[src/rtl/register_bank_array.sv]
// Bank of DEPTH valid-tagged WIDTH-bit entries with indexed write, delete and read,
// plus occupancy tracking (count, full/empty, lowest free entry).
module register_bank_array #(
  parameter  int WIDTH = 32,
  parameter  int DEPTH = 8,
  localparam int IDX_W = (DEPTH > 2) ? $clog2(DEPTH) : 1,
  localparam int CNT_W = $clog2(DEPTH + 1)
) (
  input  logic             clk,
  input  logic             rst_n,
  input  logic             clr,
  input  logic             wr_en,
  input  logic [IDX_W-1:0] wr_idx,
  input  logic [WIDTH-1:0] wr_data,
  input  logic             del_en,
  input  logic [IDX_W-1:0] del_idx,
  input  logic             rd_en,
  input  logic [IDX_W-1:0] rd_idx,
  output logic [WIDTH-1:0] rd_data,
  output logic             rd_valid,
  output logic             rd_hit,
  output logic [DEPTH-1:0] valid_mask,
  output logic [IDX_W-1:0] free_idx,
  output logic             free_found,
  output logic [CNT_W-1:0] count,
  output logic             full,
  output logic             empty
);

  function automatic logic [CNT_W-1:0] popcount(input logic [DEPTH-1:0] v);
    logic [CNT_W-1:0] sum;
    sum = '0;
    for (int i = 0; i < DEPTH; i++) sum = sum + CNT_W'(v[i]);
    return sum;
  endfunction

  logic [WIDTH-1:0] r_data [DEPTH];
  logic [DEPTH-1:0] r_valid;
  logic [CNT_W-1:0] r_count;

  logic [WIDTH-1:0] w_data_nxt [DEPTH];
  logic [DEPTH-1:0] w_valid_nxt;
  logic [WIDTH-1:0] w_rd_word;
  logic             w_rd_hit;
  logic [IDX_W-1:0] w_free_idx;
  logic             w_free_found;

  logic [WIDTH-1:0] r_rd_data_p1;
  logic             r_rd_hit_p1;
  logic             r_rd_vld_p1;

  // Out-of-range indices never match any entry, so they fall out as no-ops.
  // Write is applied after delete so it wins on a shared index.
  always_comb begin
    w_valid_nxt = r_valid;
    for (int i = 0; i < DEPTH; i++) w_data_nxt[i] = r_data[i];
    if (clr) begin
      w_valid_nxt = '0;
      for (int i = 0; i < DEPTH; i++) w_data_nxt[i] = '0;
    end else begin
      for (int i = 0; i < DEPTH; i++) begin
        if (del_en && del_idx == IDX_W'(i)) begin
          w_valid_nxt[i] = 1'b0;
          w_data_nxt[i]  = '0;
        end
        if (wr_en && wr_idx == IDX_W'(i)) begin
          w_valid_nxt[i] = 1'b1;
          w_data_nxt[i]  = wr_data;
        end
      end
    end
  end

  always_comb begin
    w_rd_hit  = 1'b0;
    w_rd_word = '0;
    for (int i = 0; i < DEPTH; i++) begin
      if (rd_idx == IDX_W'(i)) begin
        w_rd_hit  = r_valid[i];
        w_rd_word = r_valid[i] ? r_data[i] : '0;
      end
    end
  end

  always_comb begin
    w_free_found = 1'b0;
    w_free_idx   = '0;
    for (int i = DEPTH - 1; i >= 0; i--) begin
      if (!r_valid[i]) begin
        w_free_found = 1'b1;
        w_free_idx   = IDX_W'(i);
      end
    end
  end

  always_ff @(posedge clk or negedge rst_n) begin
    if (!rst_n) begin
      r_valid <= '0;
      r_count <= '0;
      for (int i = 0; i < DEPTH; i++) r_data[i] <= '0;
    end else begin
      r_valid <= w_valid_nxt;
      r_count <= popcount(w_valid_nxt);
      for (int i = 0; i < DEPTH; i++) r_data[i] <= w_data_nxt[i];
    end
  end

  // Stage p1: read result, sampled from pre-update contents.
  always_ff @(posedge clk or negedge rst_n) begin
    if (!rst_n) begin
      r_rd_vld_p1  <= 1'b0;
      r_rd_hit_p1  <= 1'b0;
      r_rd_data_p1 <= '0;
    end else begin
      r_rd_vld_p1 <= rd_en;
      if (rd_en) begin
        r_rd_hit_p1  <= w_rd_hit;
        r_rd_data_p1 <= w_rd_word;
      end
    end
  end

  assign rd_valid   = r_rd_vld_p1;
  assign rd_hit     = r_rd_hit_p1;
  assign rd_data    = r_rd_data_p1;
  assign valid_mask = r_valid;
  assign count      = r_count;
  assign full       = (r_count == CNT_W'(DEPTH));
  assign empty      = (r_count == '0);
  assign free_found = w_free_found;
  assign free_idx   = w_free_idx;

endmodule

[config.mk]
export PLATFORM = sky130hd
export DESIGN_NAME = register_bank_array
export DESIGN_NICKNAME = d
export VERILOG_FILES = /design/src/rtl/register_bank_array.sv
export SDC_FILE = /design/constraint.sdc
export NUM_CORES = 1
export LEC_CHECK = 0
export ABC_AREA = 1
export CORE_MARGIN = 1.5
export CORE_UTILIZATION = 50
export CTS_BUF_LIST = sky130_fd_sc_hd__clkbuf_8
export DETAILED_ROUTE_END_ITERATION = 12
export PLACE_DENSITY = 0.66
export SYNTH_ARGS = -nofsm -noshare
export SYNTH_HDL_FRONTEND = slang
export SYNTH_SLANG_ARGS = --single-unit
export TNS_END_PERCENT = 100
[constraint.sdc]
create_clock -name clk -period 6.6 [get_ports clk]
set_input_delay 1.32 -clock clk [delete_from_list [all_inputs] [get_ports clk]]
set_output_delay 1.32 -clock clk [all_outputs]
set_load 0.005 [all_outputs]
==> results of run 1 <==
## metrics by stage
stage / utilization / hold slack (ns)
2_1_floorplan: - / 0.4876
3_3_place_gp: 0.5519 / 0.4844
3_5_place_dp: 0.5519 / 0.4944
4_1_cts: 0.5845 / 0.5091
5_1_grt: 0.5845 / 0.5261
6_report: 0.5845 / 0.5024
## path summary, 6_finish.rpt
kind                                          from                      end  slack (ns)
max                                          wr_en       count[2]$_DFF_PN0_        1.80
min                         rd_data[3]$_DFFE_PN0P_   rd_data[3]$_DFFE_PN0P_        0.50
max reg2reg                valid_mask[0]$_DFF_PN0_       count[2]$_DFF_PN0_        3.38
min reg2reg                 rd_data[3]$_DFFE_PN0P_   rd_data[3]$_DFFE_PN0P_        0.50
max in group asynchronous                    rst_n  rd_data[24]$_DFFE_PN0P_        4.37
min in group asynchronous                    rst_n  r_data[125]$_DFFE_PN0P_        0.80
## layer usage
layer  up-vias  share of wire  GRT usage
li1       5370              -          -
met1      5593           0.43     0.3760
met2       431           0.47     0.4620
met3        84          0.066    0.04656
met4         0          0.031     0.1034
met5         -              0          0
## state kept, by name, indices dropped and copies added, names as in the netlist
register / flops
rd_valid: 1
r_data: 256
rd_data: 32
valid_mask: 8
count: 4
rd_hit: 1
## synth_stat cells
library cell and count:
sky130_fd_sc_hd__inv_2 2, sky130_fd_sc_hd__nand3_1 140, sky130_fd_sc_hd__xnor2_1 1, sky130_fd_sc_hd__a22oi_1 1
sky130_fd_sc_hd__nor3b_1 1, sky130_fd_sc_hd__nor3_2 1, sky130_fd_sc_hd__and2_1 1, sky130_fd_sc_hd__o22ai_1 262
sky130_fd_sc_hd__buf_2 38, sky130_fd_sc_hd__buf_1 8, sky130_fd_sc_hd__a21oi_1 2, sky130_fd_sc_hd__o21ai_0 33
sky130_fd_sc_hd__clkbuf_1 51, sky130_fd_sc_hd__nor2_2 3, sky130_fd_sc_hd__clkinv_1 5, sky130_fd_sc_hd__dfrtp_1 302
sky130_fd_sc_hd__inv_1 325, sky130_fd_sc_hd__fa_1 4, sky130_fd_sc_hd__ha_1 3, sky130_fd_sc_hd__or2_2 2
sky130_fd_sc_hd__nor2_4 1, sky130_fd_sc_hd__nor2_1 179, sky130_fd_sc_hd__a311oi_1 1, sky130_fd_sc_hd__nand2_1 190
sky130_fd_sc_hd__a31oi_1 1, sky130_fd_sc_hd__nand4_1 37, sky130_fd_sc_hd__nor3_1 2
## where the power goes
part           internal (uW)  leakage, uW  switching (uW)
Clock                    767     0.000529             725
Sequential              1900      0.00414            27.9
Combinational            118      0.00243             230
## worst max-delay path, delay by kind of cell
kind	cells	cell delay (ns)
adder cells (fa/ha/maj)	5	1.97
AND/OR/NAND/NOR	2	0.31
AO/OA/AOI/OAI	1	0.24
buffers and inverters	8	1.25
XOR/XNOR	1	0.13
## area by class of cell
cell class                 count  area (um^2)  area share
clock inverter                24        103.9    0.006629
inverter                     332         1246     0.07955
clock buffer                  56        770.7     0.04920
timing repair buffer         121         1166     0.07444
multi-input combinational    865         4393      0.2804
sequential                   302         7559      0.4825
tap                          341        426.7     0.02724
## cell families after synthesis
| logic type | share of synthesized area |
|---|---|
| flip-flops | 0.5568 |
| AO/OA/AOI/OAI | 0.1353 |
| adder cells (fa/ha/maj) | 0.008667 |
| AND/OR/NAND/NOR | 0.1764 |
| XOR/XNOR | 0.0006455 |
| buffers and inverters | 0.1222 |
==> run_summary.xml, run 1 <==
<?xml version="1.0" encoding="UTF-8"?>
<metrics>
  <group name="status">
    <metric name="run_status" unit="">complete, no violations</metric>
  </group>
  <group name="floorplan">
    <metric name="floorplan.initialDensity" unit="">0.5064</metric>
    <metric name="ios" unit="">99</metric>
    <metric name="die_width" unit="um">167.8</metric>
    <metric name="total_core_area" unit="um^2">26800</metric>
    <metric name="die-area" unit="um^2">28140</metric>
    <metric name="die_height" unit="um">167.8</metric>
    <metric name="core.rowCount" unit="">60</metric>
  </group>
  <group name="critical_path">
    <metric name="worstPathArrival" unit="ns">5.24</metric>
    <metric name="criticalPathCategory" unit="">input pin to register</metric>
    <metric name="timing.critical_path.from_type" unit="">input pin</metric>
    <metric name="critPathMostFrequentCell" unit="">sky130_fd_sc_hd__inv_1</metric>
    <metric name="critPathCaptureType" unit="">register</metric>
    <metric name="path_cells" unit="">clkdlybuf4s50_1 &gt; inv_1 &gt; nor2_1 &gt; inv_1 &gt; nor2_1 &gt; clkinv_1 &gt; buf_4 &gt; o22ai_1 &gt; inv_1 &gt; fa_1 &gt; fa_1 &gt; fa_1 &gt; inv_1 &gt; ha_1 &gt; inv_1 &gt; fa_1 &gt; xnor2_1</metric>
    <metric name="timing.critical_path.fanout_max" unit="">34</metric>
    <metric name="worst_path_largest_cell_delay" unit="ns">0.51</metric>
    <metric name="reg2regPathDepth" unit="">11</metric>
    <metric name="timing.critical_path.required" unit="ns">7.04</metric>
    <metric name="cpMaxStageDelayCell" unit="">sky130_fd_sc_hd__clkdlybuf4s50_1</metric>
  </group>
  <group name="pwr">
    <metric name="final_total_power" unit="uW">3771</metric>
    <metric name="leakage" unit="uW">0.007093</metric>
    <metric name="cellPowerDensity" unit="nW/um^2">240.7</metric>
    <metric name="vdd_ir_drop_max" unit="V">0.0001381</metric>
  </group>
  <group name="synthesis">
    <metric name="ys_warn_count" unit="">0</metric>
    <metric name="portion_of_the_post_synthesis_area_used_by_sequential_elements" unit="">0.5568</metric>
    <metric name="synthesis.instances" unit="">1596</metric>
    <metric name="netlist_area" unit="um^2">13570</metric>
    <metric name="share_of_the_synthesized_area_in_the_top_cell_type" unit="">0.5568</metric>
    <metric name="synth_cell_types" unit="">27</metric>
    <metric name="postSynthNetCount" unit="">1650</metric>
    <metric name="ys_seq_elements" unit="">302</metric>
    <metric name="cells_taking_the_most_area_after_synthesis" unit="">sky130_fd_sc_hd__dfrtp_1 56%, sky130_fd_sc_hd__o22ai_1 12%, sky130_fd_sc_hd__inv_1 9.0%, sky130_fd_sc_hd__nand2_1 5.3%, sky130_fd_sc_hd__nand3_1 5.2%</metric>
    <metric name="netlist.top_cell.by_area" unit="">sky130_fd_sc_hd__dfrtp_1</metric>
    <metric name="synth.avg_cell_area" unit="um^2">8.504</metric>
  </group>
  <group name="cells_and_area">
    <metric name="design_area" unit="um^2">15670</metric>
    <metric name="fillerInstances" unit="">2404</metric>
    <metric name="syn_to_final_growth" unit="%">15.42</metric>
    <metric name="layout.cells.non_filler" unit="">2041</metric>
    <metric name="final_layout_size_suffix_gt1_frac" unit="">0.05941</metric>
    <metric name="final_cell_mix" unit="">345 x sky130_fd_sc_hd__inv_1, 301 x sky130_fd_sc_hd__dfrtp_1, 262 x sky130_fd_sc_hd__o22ai_1</metric>
    <metric name="most_common_cell_after_layout_fill_and_taps_aside" unit="">sky130_fd_sc_hd__inv_1</metric>
    <metric name="design.final.nets" unit="">1726</metric>
    <metric name="antenna-diode-count" unit="">0</metric>
  </group>
  <group name="place">
    <metric name="placed_cell_area" unit="um^2">14790</metric>
    <metric name="place_ws" unit="ns">1.257</metric>
    <metric name="placed_cells_incl_taps" unit="">1961</metric>
    <metric name="numPortBuffers" unit="">98</metric>
    <metric name="placed_wire_length_estimate" unit="um">21340</metric>
    <metric name="globalplace.congestion" unit="">0.7946</metric>
  </group>
  <group name="job">
    <metric name="max_cap_violations" unit="">0</metric>
  </group>
  <group name="sta">
    <metric name="worstMarginPinSlew" unit="ns">1.007</metric>
    <metric name="maxSlewViolCount" unit="">0</metric>
    <metric name="layout_min_cycle_time" unit="ns">4.803</metric>
    <metric name="post-route-period-util" unit="">0.7278</metric>
    <metric name="fin_tns_setup" unit="ns">0</metric>
    <metric name="final_hold_viol_count" unit="">0</metric>
    <metric name="fmax" unit="MHz">208.2</metric>
    <metric name="timing.clock.skew" unit="ns">0.02366</metric>
    <metric name="timing.final.ws_setup" unit="ns">1.797</metric>
    <metric name="rsz0062_at_grt" unit="">false</metric>
    <metric name="timing.slew.headroom" unit="">0.3272</metric>
    <metric name="timing.final.setup_violations" unit="">0</metric>
  </group>
  <group name="cts">
    <metric name="cts_tree" unit="">done</metric>
    <metric name="clkTransAtPathRegs" unit="ns">0.06</metric>
    <metric name="cts_resized" unit="">0</metric>
    <metric name="htree_levels" unit="">2</metric>
    <metric name="numCtsBuffers" unit="">50</metric>
    <metric name="post_cts_buffers" unit="">0</metric>
    <metric name="tritoncts_num_sinks" unit="">302</metric>
    <metric name="clock_tree.root_cell" unit="">sky130_fd_sc_hd__clkbuf_8</metric>
    <metric name="clk_path_buf_depth" unit="">3</metric>
    <metric name="cts_hold_buffers" unit="">0</metric>
    <metric name="clock_latency" unit="ns">0.57</metric>
  </group>
  <group name="global_routing">
    <metric name="grt.overflow.total" unit="">0</metric>
    <metric name="grt_pass1_vias" unit="">11453</metric>
    <metric name="grt_max_degree" unit="">126</metric>
    <metric name="initial_antenna_violation_count" unit="">0</metric>
    <metric name="grt_first_pass_wirelength" unit="um">62250</metric>
    <metric name="groute.usage.overall" unit="">0.2807</metric>
  </group>
  <group name="drt">
    <metric name="drtIter0Drc" unit="">1175</metric>
    <metric name="route.antenna.remaining_nets" unit="">0</metric>
    <metric name="wl_per_cell" unit="um">18.94</metric>
    <metric name="finalWirelength" unit="um">38650</metric>
    <metric name="avgViaCountPerCell" unit="">5.624</metric>
    <metric name="vias" unit="">11478</metric>
    <metric name="remaining_drc_errors" unit="">0</metric>
    <metric name="detailedRoute.firstPassIterationCount" unit="">6</metric>
  </group>
  <group name="min_path">
    <metric name="hold_path_class" unit="">register to register</metric>
    <metric name="hold_path_depth" unit="">2</metric>
  </group>
</metrics>
Power figures use the tool's default switching activity.
==> run 2: changes to the inputs <==
==> constraint.sdc (replaced) <==
create_clock -name clk -period 4.6 [get_ports clk]
set_input_delay 0.92 -clock clk [delete_from_list [all_inputs] [get_ports clk]]
set_output_delay 0.92 -clock clk [all_outputs]
set_load 0.005 [all_outputs]
==> run 2 against run 1 <==
Compared with the run above: first-iteration DRC count is 9.1% lower; worst setup slack worse by 1.1 ns; register-to-register slack got worse by 2.0 ns; total power is 47% higher; final cell count increased by 0.88%; flip-flop and latch count is the same; routed wire length rose by 4.8%; combinational power grew 49%; critical path type unchanged.
==> run_summary.xml, run 2 (same netlist as run 1, synthesis figures left out) <==
<?xml version="1.0" encoding="UTF-8"?>
<metrics>
  <group name="pwr">
    <metric name="vdd_ir_drop_max" unit="V">0.0002272</metric>
    <metric name="leakage" unit="uW">0.007186</metric>
    <metric name="cellPowerDensity" unit="nW/um^2">349.5</metric>
  </group>
  <group name="cts">
    <metric name="cts_tree" unit="">done</metric>
    <metric name="cts_hold_buffers" unit="">0</metric>
    <metric name="clock_tree.root_cell" unit="">sky130_fd_sc_hd__clkbuf_8</metric>
    <metric name="clkTransAtPathRegs" unit="ns">0.06</metric>
    <metric name="htree_levels" unit="">2</metric>
    <metric name="tritoncts_num_sinks" unit="">302</metric>
    <metric name="numCtsBuffers" unit="">50</metric>
    <metric name="clock_latency" unit="ns">0.57</metric>
    <metric name="clk_path_buf_depth" unit="">3</metric>
    <metric name="post_cts_buffers" unit="">0</metric>
    <metric name="cts_resized" unit="">0</metric>
  </group>
  <group name="global_routing">
    <metric name="grt_max_degree" unit="">124</metric>
    <metric name="grt.overflow.total" unit="">0</metric>
    <metric name="initial_antenna_violation_count" unit="">0</metric>
    <metric name="groute.usage.overall" unit="">0.2963</metric>
    <metric name="grt_first_pass_wirelength" unit="um">65140</metric>
    <metric name="grt_pass1_vias" unit="">11628</metric>
  </group>
  <group name="floorplan">
    <metric name="die-area" unit="um^2">28140</metric>
    <metric name="floorplan.initialDensity" unit="">0.5064</metric>
    <metric name="die_width" unit="um">167.8</metric>
    <metric name="ios" unit="">99</metric>
    <metric name="die_height" unit="um">167.8</metric>
    <metric name="total_core_area" unit="um^2">26800</metric>
    <metric name="core.rowCount" unit="">60</metric>
  </group>
  <group name="critical_path">
    <metric name="worstPathArrival" unit="ns">4.37</metric>
    <metric name="crit_path_end" unit="">count[2]$_DFF_PN0_</metric>
    <metric name="timing.critical_path.fanout_max" unit="">3</metric>
    <metric name="timing.critical_path.from_type" unit="">input pin</metric>
    <metric name="rr_startpoint" unit="">valid_mask[0]$_DFF_PN0_</metric>
    <metric name="timing.critical_path.required" unit="ns">5.06</metric>
    <metric name="critPathCaptureType" unit="">register</metric>
    <metric name="reg2reg_setup_slack" unit="ns">1.41</metric>
    <metric name="criticalPathCategory" unit="">input pin to register</metric>
    <metric name="reg2regPathDepth" unit="">11</metric>
    <metric name="r2r_end" unit="">count[2]$_DFF_PN0_</metric>
    <metric name="critical_path.startpoint" unit="">wr_en</metric>
  </group>
  <group name="sta">
    <metric name="timing.slew.headroom" unit="">0.3230</metric>
    <metric name="post-route-period-util" unit="">0.8513</metric>
    <metric name="worstMarginPinSlew" unit="ns">1.015</metric>
    <metric name="timing.clock.skew" unit="ns">0.01128</metric>
    <metric name="hold_ws" unit="ns">0.3779</metric>
    <metric name="rsz0062_at_grt" unit="">false</metric>
    <metric name="timing.final.ws_setup" unit="ns">0.6839</metric>
    <metric name="layout_min_cycle_time" unit="ns">3.916</metric>
    <metric name="maxSlewViolCount" unit="">0</metric>
    <metric name="timing.final.setup_violations" unit="">0</metric>
    <metric name="final_hold_viol_count" unit="">0</metric>
    <metric name="fin_tns_setup" unit="ns">0</metric>
    <metric name="fmax" unit="MHz">255.4</metric>
  </group>
  <group name="place">
    <metric name="placed_cell_area" unit="um^2">14890</metric>
    <metric name="placed_wire_length_estimate" unit="um">21490</metric>
    <metric name="place_ws" unit="ns">0.08667</metric>
    <metric name="globalplace.congestion" unit="">0.8378</metric>
    <metric name="numPortBuffers" unit="">98</metric>
  </group>
  <group name="drt">
    <metric name="vias" unit="">11682</metric>
    <metric name="wl_per_cell" unit="um">19.68</metric>
    <metric name="drtIter0Drc" unit="">1068</metric>
    <metric name="avgViaCountPerCell" unit="">5.674</metric>
    <metric name="route.antenna.remaining_nets" unit="">0</metric>
    <metric name="remaining_drc_errors" unit="">0</metric>
    <metric name="finalWirelength" unit="um">40510</metric>
    <metric name="detailedRoute.firstPassIterationCount" unit="">5</metric>
  </group>
  <group name="job">
    <metric name="max_cap_violations" unit="">0</metric>
  </group>
  <group name="cells_and_area">
    <metric name="design.final.nets" unit="">1739</metric>
    <metric name="multi_input_area" unit="um^2">4368</metric>
    <metric name="final_layout_size_suffix_gt1_frac" unit="">0.06636</metric>
    <metric name="fillerInstances" unit="">2392</metric>
    <metric name="max_ffs_per_register" unit="">256</metric>
    <metric name="final_design_utilization" unit="">0.5908</metric>
    <metric name="design_area" unit="um^2">15830</metric>
    <metric name="syn_to_final_growth" unit="%">16.66</metric>
    <metric name="register_area" unit="um^2">7559</metric>
    <metric name="antenna-diode-count" unit="">0</metric>
    <metric name="final_cell_mix" unit="">346 x sky130_fd_sc_hd__inv_1, 301 x sky130_fd_sc_hd__dfrtp_1, 262 x sky130_fd_sc_hd__o22ai_1</metric>
    <metric name="most_common_cell_after_layout_fill_and_taps_aside" unit="">sky130_fd_sc_hd__inv_1</metric>
    <metric name="regMostFlops" unit="">r_data</metric>
  </group>
  <group name="status">
    <metric name="run_status" unit="">complete, no violations</metric>
  </group>
  <group name="min_path">
    <metric name="hold_path_class" unit="">input pin to async pin</metric>
  </group>
</metrics>
## run 2: changes by cell type in the layout (fill, tap and decap cells not counted), moves of 2 or more
cell                       change
sky130_fd_sc_hd__buf_4        +11
sky130_fd_sc_hd__clkbuf_8      +6
sky130_fd_sc_hd__nand3_1       +3
sky130_fd_sc_hd__nand3_2       -3
sky130_fd_sc_hd__buf_12        +2
sky130_fd_sc_hd__nand2_1       +2
sky130_fd_sc_hd__nand2_2       -2
## run 2: worst min-delay path by stage
stage / from / endpoint / slack, ns / cells past startpoint
4_1_cts: rst_n / count[2]$_DFF_PN0_ / 0.48 / 1
6_report: rst_n / count[3]$_DFF_PN0_ / 0.38 / 1
3_5_place_dp: rd_data[17]$_DFFE_PN0P_ / rd_data[17]$_DFFE_PN0P_ / 0.50 / 2
2_1_floorplan: r_data[0]$_DFFE_PN0P_ / r_data[0]$_DFFE_PN0P_ / 0.49 / 2
3_3_place_gp: rd_data[3]$_DFFE_PN0P_ / rd_data[3]$_DFFE_PN0P_ / 0.49 / 2
5_1_grt: rst_n / count[2]$_DFF_PN0_ / 0.46 / 1
## run 2: area by class of cell
type	instances	share of cell area
flip-flops and latches	302	0.4774
multi-input cells	865	0.2759
repair buffers	134	0.08140
inverters	332	0.07871
clock buffers	62	0.05390
well taps	341	0.02695
clock inverters	23	0.005769
## run 2: through the flow
step / total power, uW / std cells
final: 5534 / 2059
after global routing: 5745 / 2059
after CTS: 5564 / 2059
after detailed placement: 3334 / 1974
after global placement: 3327 / 1974
after floorplan: 3046 / 1596
## run 2: per-layer routing
metal / routed length, um / GRT usage / part of all wire
met1: 16970 / 0.4019 / 0.42
met2: 19190 / 0.4810 / 0.47
met3: 3189 / 0.05672 / 0.079
met4: 1169 / 0.09910 / 0.029
met5: 0 / 0 / 0
## run 2: critical path, stage by stage
cell,delay (ns)
sky130_fd_sc_hd__clkdlybuf4s50_1,0.50
sky130_fd_sc_hd__inv_1,0.05
sky130_fd_sc_hd__nor2_1,0.11
sky130_fd_sc_hd__inv_1,0.08
sky130_fd_sc_hd__nor2_1,0.10
sky130_fd_sc_hd__clkinv_1,0.09
sky130_fd_sc_hd__o22ai_1,0.18
sky130_fd_sc_hd__inv_1,0.09
sky130_fd_sc_hd__fa_1,0.56
sky130_fd_sc_hd__fa_1,0.43
sky130_fd_sc_hd__fa_1,0.44
sky130_fd_sc_hd__inv_1,0.06
sky130_fd_sc_hd__ha_1,0.15
sky130_fd_sc_hd__inv_1,0.06
sky130_fd_sc_hd__fa_1,0.43
sky130_fd_sc_hd__xnor2_1,0.14
## run 2: power breakdown
group          switching (uW)  internal, uW  total [uW]
combinational             341           178         519
sequential               40.9          2730        2770
clock                    1040          1200        2240
total                    1430          4110        5530
==> run 3: changes to the inputs <==
--- a/config.mk
+++ b/config.mk
@@ -6,11 +6,12 @@
 export NUM_CORES = 1
 export LEC_CHECK = 0
 export ABC_AREA = 1
+export CAP_MARGIN = 15
 export CORE_MARGIN = 1.5
 export CORE_UTILIZATION = 50
 export CTS_BUF_LIST = sky130_fd_sc_hd__clkbuf_8
 export DETAILED_ROUTE_END_ITERATION = 12
-export PLACE_DENSITY = 0.66
+export PLACE_DENSITY = 0.68
 export SYNTH_ARGS = -nofsm -noshare
 export SYNTH_HDL_FRONTEND = slang
 export SYNTH_SLANG_ARGS = --single-unit
==> constraint.sdc (replaced) <==
create_clock -name clk -period 3.4 [get_ports clk]
set_input_delay 0.68 -clock clk [delete_from_list [all_inputs] [get_ports clk]]
set_output_delay 0.68 -clock clk [all_outputs]
set_load 0.005 [all_outputs]
==> run 3 against run 2 <==
Compared with the run above: combinational power grew 44%; largest power group unchanged; total power is 37% higher; routed wire length is 1.4% lower; final cell count grew 1.3%; highest routed layer unchanged.
==> run_summary.xml, run 3 (same netlist as run 1, synthesis figures left out) <==
<?xml version="1.0" encoding="UTF-8"?>
<metrics>
  <group name="sta">
    <metric name="rsz0062_at_grt" unit="">false</metric>
    <metric name="maxSlewViolCount" unit="">0</metric>
    <metric name="timing.final.setup_violations" unit="">0</metric>
    <metric name="fmax" unit="MHz">304.6</metric>
    <metric name="hold_ws" unit="ns">0.1500</metric>
    <metric name="worstMarginPinSlew" unit="ns">1.096</metric>
    <metric name="timing.slew.headroom" unit="">0.2688</metric>
    <metric name="timing.clock.skew" unit="ns">0.01457</metric>
    <metric name="layout_min_cycle_time" unit="ns">3.284</metric>
    <metric name="timing.final.ws_setup" unit="ns">0.1165</metric>
    <metric name="post-route-period-util" unit="">0.9657</metric>
    <metric name="final_hold_viol_count" unit="">0</metric>
  </group>
  <group name="global_routing">
    <metric name="grt_first_pass_wirelength" unit="um">64770</metric>
    <metric name="initial_antenna_violation_count" unit="">1</metric>
    <metric name="grt.overflow.total" unit="">0</metric>
    <metric name="grt_pass1_vias" unit="">11812</metric>
    <metric name="groute.usage.overall" unit="">0.2942</metric>
    <metric name="grt_max_degree" unit="">86</metric>
  </group>
  <group name="status">
    <metric name="run_status" unit="">complete, no violations</metric>
  </group>
  <group name="cts">
    <metric name="clkTransAtPathRegs" unit="ns">0.06</metric>
    <metric name="clk_path_buf_depth" unit="">3</metric>
    <metric name="cts_hold_buffers" unit="">0</metric>
    <metric name="numCtsBuffers" unit="">50</metric>
    <metric name="cts_tree" unit="">done</metric>
    <metric name="clock_latency" unit="ns">0.57</metric>
    <metric name="tritoncts_num_sinks" unit="">302</metric>
    <metric name="clock_tree.root_cell" unit="">sky130_fd_sc_hd__clkbuf_8</metric>
    <metric name="htree_levels" unit="">2</metric>
  </group>
  <group name="place">
    <metric name="placed_cells_incl_taps" unit="">2002</metric>
    <metric name="place_ws" unit="ns">-0.9201</metric>
    <metric name="numPortBuffers" unit="">98</metric>
    <metric name="globalplace.congestion" unit="">0.8778</metric>
    <metric name="placed_cell_area" unit="um^2">15240</metric>
    <metric name="placed_wire_length_estimate" unit="um">23880</metric>
  </group>
  <group name="min_path">
    <metric name="hold_path_class" unit="">input pin to async pin</metric>
  </group>
  <group name="pwr">
    <metric name="final_total_power" unit="uW">7593</metric>
    <metric name="leakage" unit="uW">0.007399</metric>
    <metric name="pwr-share-seq" unit="">0.493</metric>
    <metric name="intPower" unit="uW">5647</metric>
    <metric name="power.clock.fraction" unit="">0.408</metric>
    <metric name="p_sw" unit="uW">1946</metric>
    <metric name="power.switching_fraction" unit="">0.2563</metric>
    <metric name="vdd_ir_drop_max" unit="V">0.0002873</metric>
    <metric name="combinationalPowerShare" unit="">0.099</metric>
    <metric name="cellPowerDensity" unit="nW/um^2">467.2</metric>
  </group>
  <group name="cells_and_area">
    <metric name="design_area" unit="um^2">16250</metric>
    <metric name="syn_to_final_growth" unit="%">19.75</metric>
    <metric name="design.final.nets" unit="">1767</metric>
    <metric name="max_ffs_per_register" unit="">256</metric>
    <metric name="layout.cells.non_filler" unit="">2086</metric>
    <metric name="final_layout_size_suffix_gt1_frac" unit="">0.09518</metric>
    <metric name="final_cell_mix" unit="">335 x sky130_fd_sc_hd__inv_1, 302 x sky130_fd_sc_hd__dfrtp_1, 259 x sky130_fd_sc_hd__o22ai_1</metric>
    <metric name="most_common_cell_after_layout_fill_and_taps_aside" unit="">sky130_fd_sc_hd__inv_1</metric>
    <metric name="regMostFlops" unit="">r_data</metric>
  </group>
  <group name="critical_path">
    <metric name="timing.critical_path.required" unit="ns">3.86</metric>
    <metric name="criticalPathCategory" unit="">input pin to register</metric>
    <metric name="rr_startpoint" unit="">valid_mask[1]$_DFF_PN0_</metric>
    <metric name="timing.critical_path.fanout_max" unit="">3</metric>
    <metric name="worstPathArrival" unit="ns">3.74</metric>
    <metric name="critPathCaptureType" unit="">register</metric>
    <metric name="timing.critical_path.from_type" unit="">input pin</metric>
    <metric name="reg2regPathDepth" unit="">11</metric>
    <metric name="critical_path.startpoint" unit="">wr_idx[2]</metric>
  </group>
  <group name="drt">
    <metric name="wl_per_cell" unit="um">19.14</metric>
    <metric name="vias" unit="">11778</metric>
    <metric name="detailedRoute.firstPassIterationCount" unit="">5</metric>
    <metric name="drtIter0Drc" unit="">1143</metric>
    <metric name="avgViaCountPerCell" unit="">5.646</metric>
    <metric name="remaining_drc_errors" unit="">0</metric>
    <metric name="route.antenna.remaining_nets" unit="">0</metric>
    <metric name="finalWirelength" unit="um">39940</metric>
  </group>
  <group name="floorplan">
    <metric name="ios" unit="">99</metric>
    <metric name="floorplan.initialDensity" unit="">0.5064</metric>
    <metric name="core.rowCount" unit="">60</metric>
    <metric name="die-area" unit="um^2">28140</metric>
    <metric name="total_core_area" unit="um^2">26800</metric>
    <metric name="die_width" unit="um">167.8</metric>
    <metric name="die_height" unit="um">167.8</metric>
  </group>
  <group name="job">
    <metric name="max_cap_violations" unit="">0</metric>
  </group>
</metrics>
run 3: cell types whose count changed in the layout (fill, tap and decap cells not counted), sizes merged, moves of 4 or more:
cell and change:
dlygate4sd2 +4, buf +28, inv -4, clkdlybuf4s50 -9, dlymetal6s2s +4
run 3: path summary, 6_finish.rpt:
check / endpoint / slack [ns]
worst min-delay path: rd_data[5]$_DFFE_PN0P_ / 0.15
worst max register to register: count[1]$_DFF_PN0_ / 0.27
worst min register to register: rd_data[13]$_DFFE_PN0P_ / 0.50
min in group clk: rd_data[13]$_DFFE_PN0P_ / 0.50
max in group asynchronous: count[0]$_DFF_PN0_ / 2.43
worst max-delay path: count[1]$_DFF_PN0_ / 0.12
run 3: power groups by stage:
stage               clock [uW]  sequential, uW  combinational, uW
finish                    3100            3750                748
global placement             0            3810                731
floorplan                    0            3800                327
CTS                       3160            3750                742
detailed placement           0            3810                738
global route              3310            3760                813
run 3: cell type report:
cell class / instances / area [um^2]
antenna: 1 / 2.502
clock buffer: 61 / 839.6
clock inverter: 22 / 123.9
fill: 2374 / 10550
inverter: 332 / 1261
multi-input combinational: 865 / 4442
sequential: 302 / 7557
tap: 341 / 426.7
timing repair buffer: 162 / 1599
run 3: timing repair:
action | 4_1_cts | 5_1_grt
gates cloned | 0 | 0
buffers inserted | 0 | 0
gates resized for setup | 9 | 14
setup endpoints to repair | 2 | 2
pin swaps | 2 | 5
run 3: metal layers:
| metal | up-vias | part of all wire | routed length [um] | GRT usage |
|---|---|---|---|---|
| met5 | - | 0 | 0 | 0.005217 |
| met4 | 0 | 0.025 | 992 | 0.09244 |
| met3 | 78 | 0.084 | 3353 | 0.06098 |
| met2 | 534 | 0.46 | 18190 | 0.4627 |
| met1 | 5721 | 0.44 | 17400 | 0.4106 |
| li1 | 5445 | - | - | - |
run 3: critical path: stages:
cell and delay (ns):
sky130_fd_sc_hd__dlygate4sd2_1 0.26, sky130_fd_sc_hd__nor2_4 0.10, sky130_fd_sc_hd__inv_2 0.06, sky130_fd_sc_hd__nor2_2 0.11, sky130_fd_sc_hd__clkinv_2 0.08, sky130_fd_sc_hd__o22ai_2 0.17, sky130_fd_sc_hd__inv_1 0.07, sky130_fd_sc_hd__fa_1 0.46
sky130_fd_sc_hd__fa_1 0.53, sky130_fd_sc_hd__fa_1 0.42, sky130_fd_sc_hd__inv_2 0.08, sky130_fd_sc_hd__ha_4 0.13, sky130_fd_sc_hd__inv_2 0.04, sky130_fd_sc_hd__fa_2 0.51, sky130_fd_sc_hd__inv_1 0.04
run 3: stage by stage:
step                      setup TNS, ns  utilization
after floorplan                 -0.3766            -
after global placement           -2.493       0.5687
after detailed placement         -2.721       0.5687
after CTS                             0       0.6050
after global routing                  0       0.6063
final                                 0       0.6064
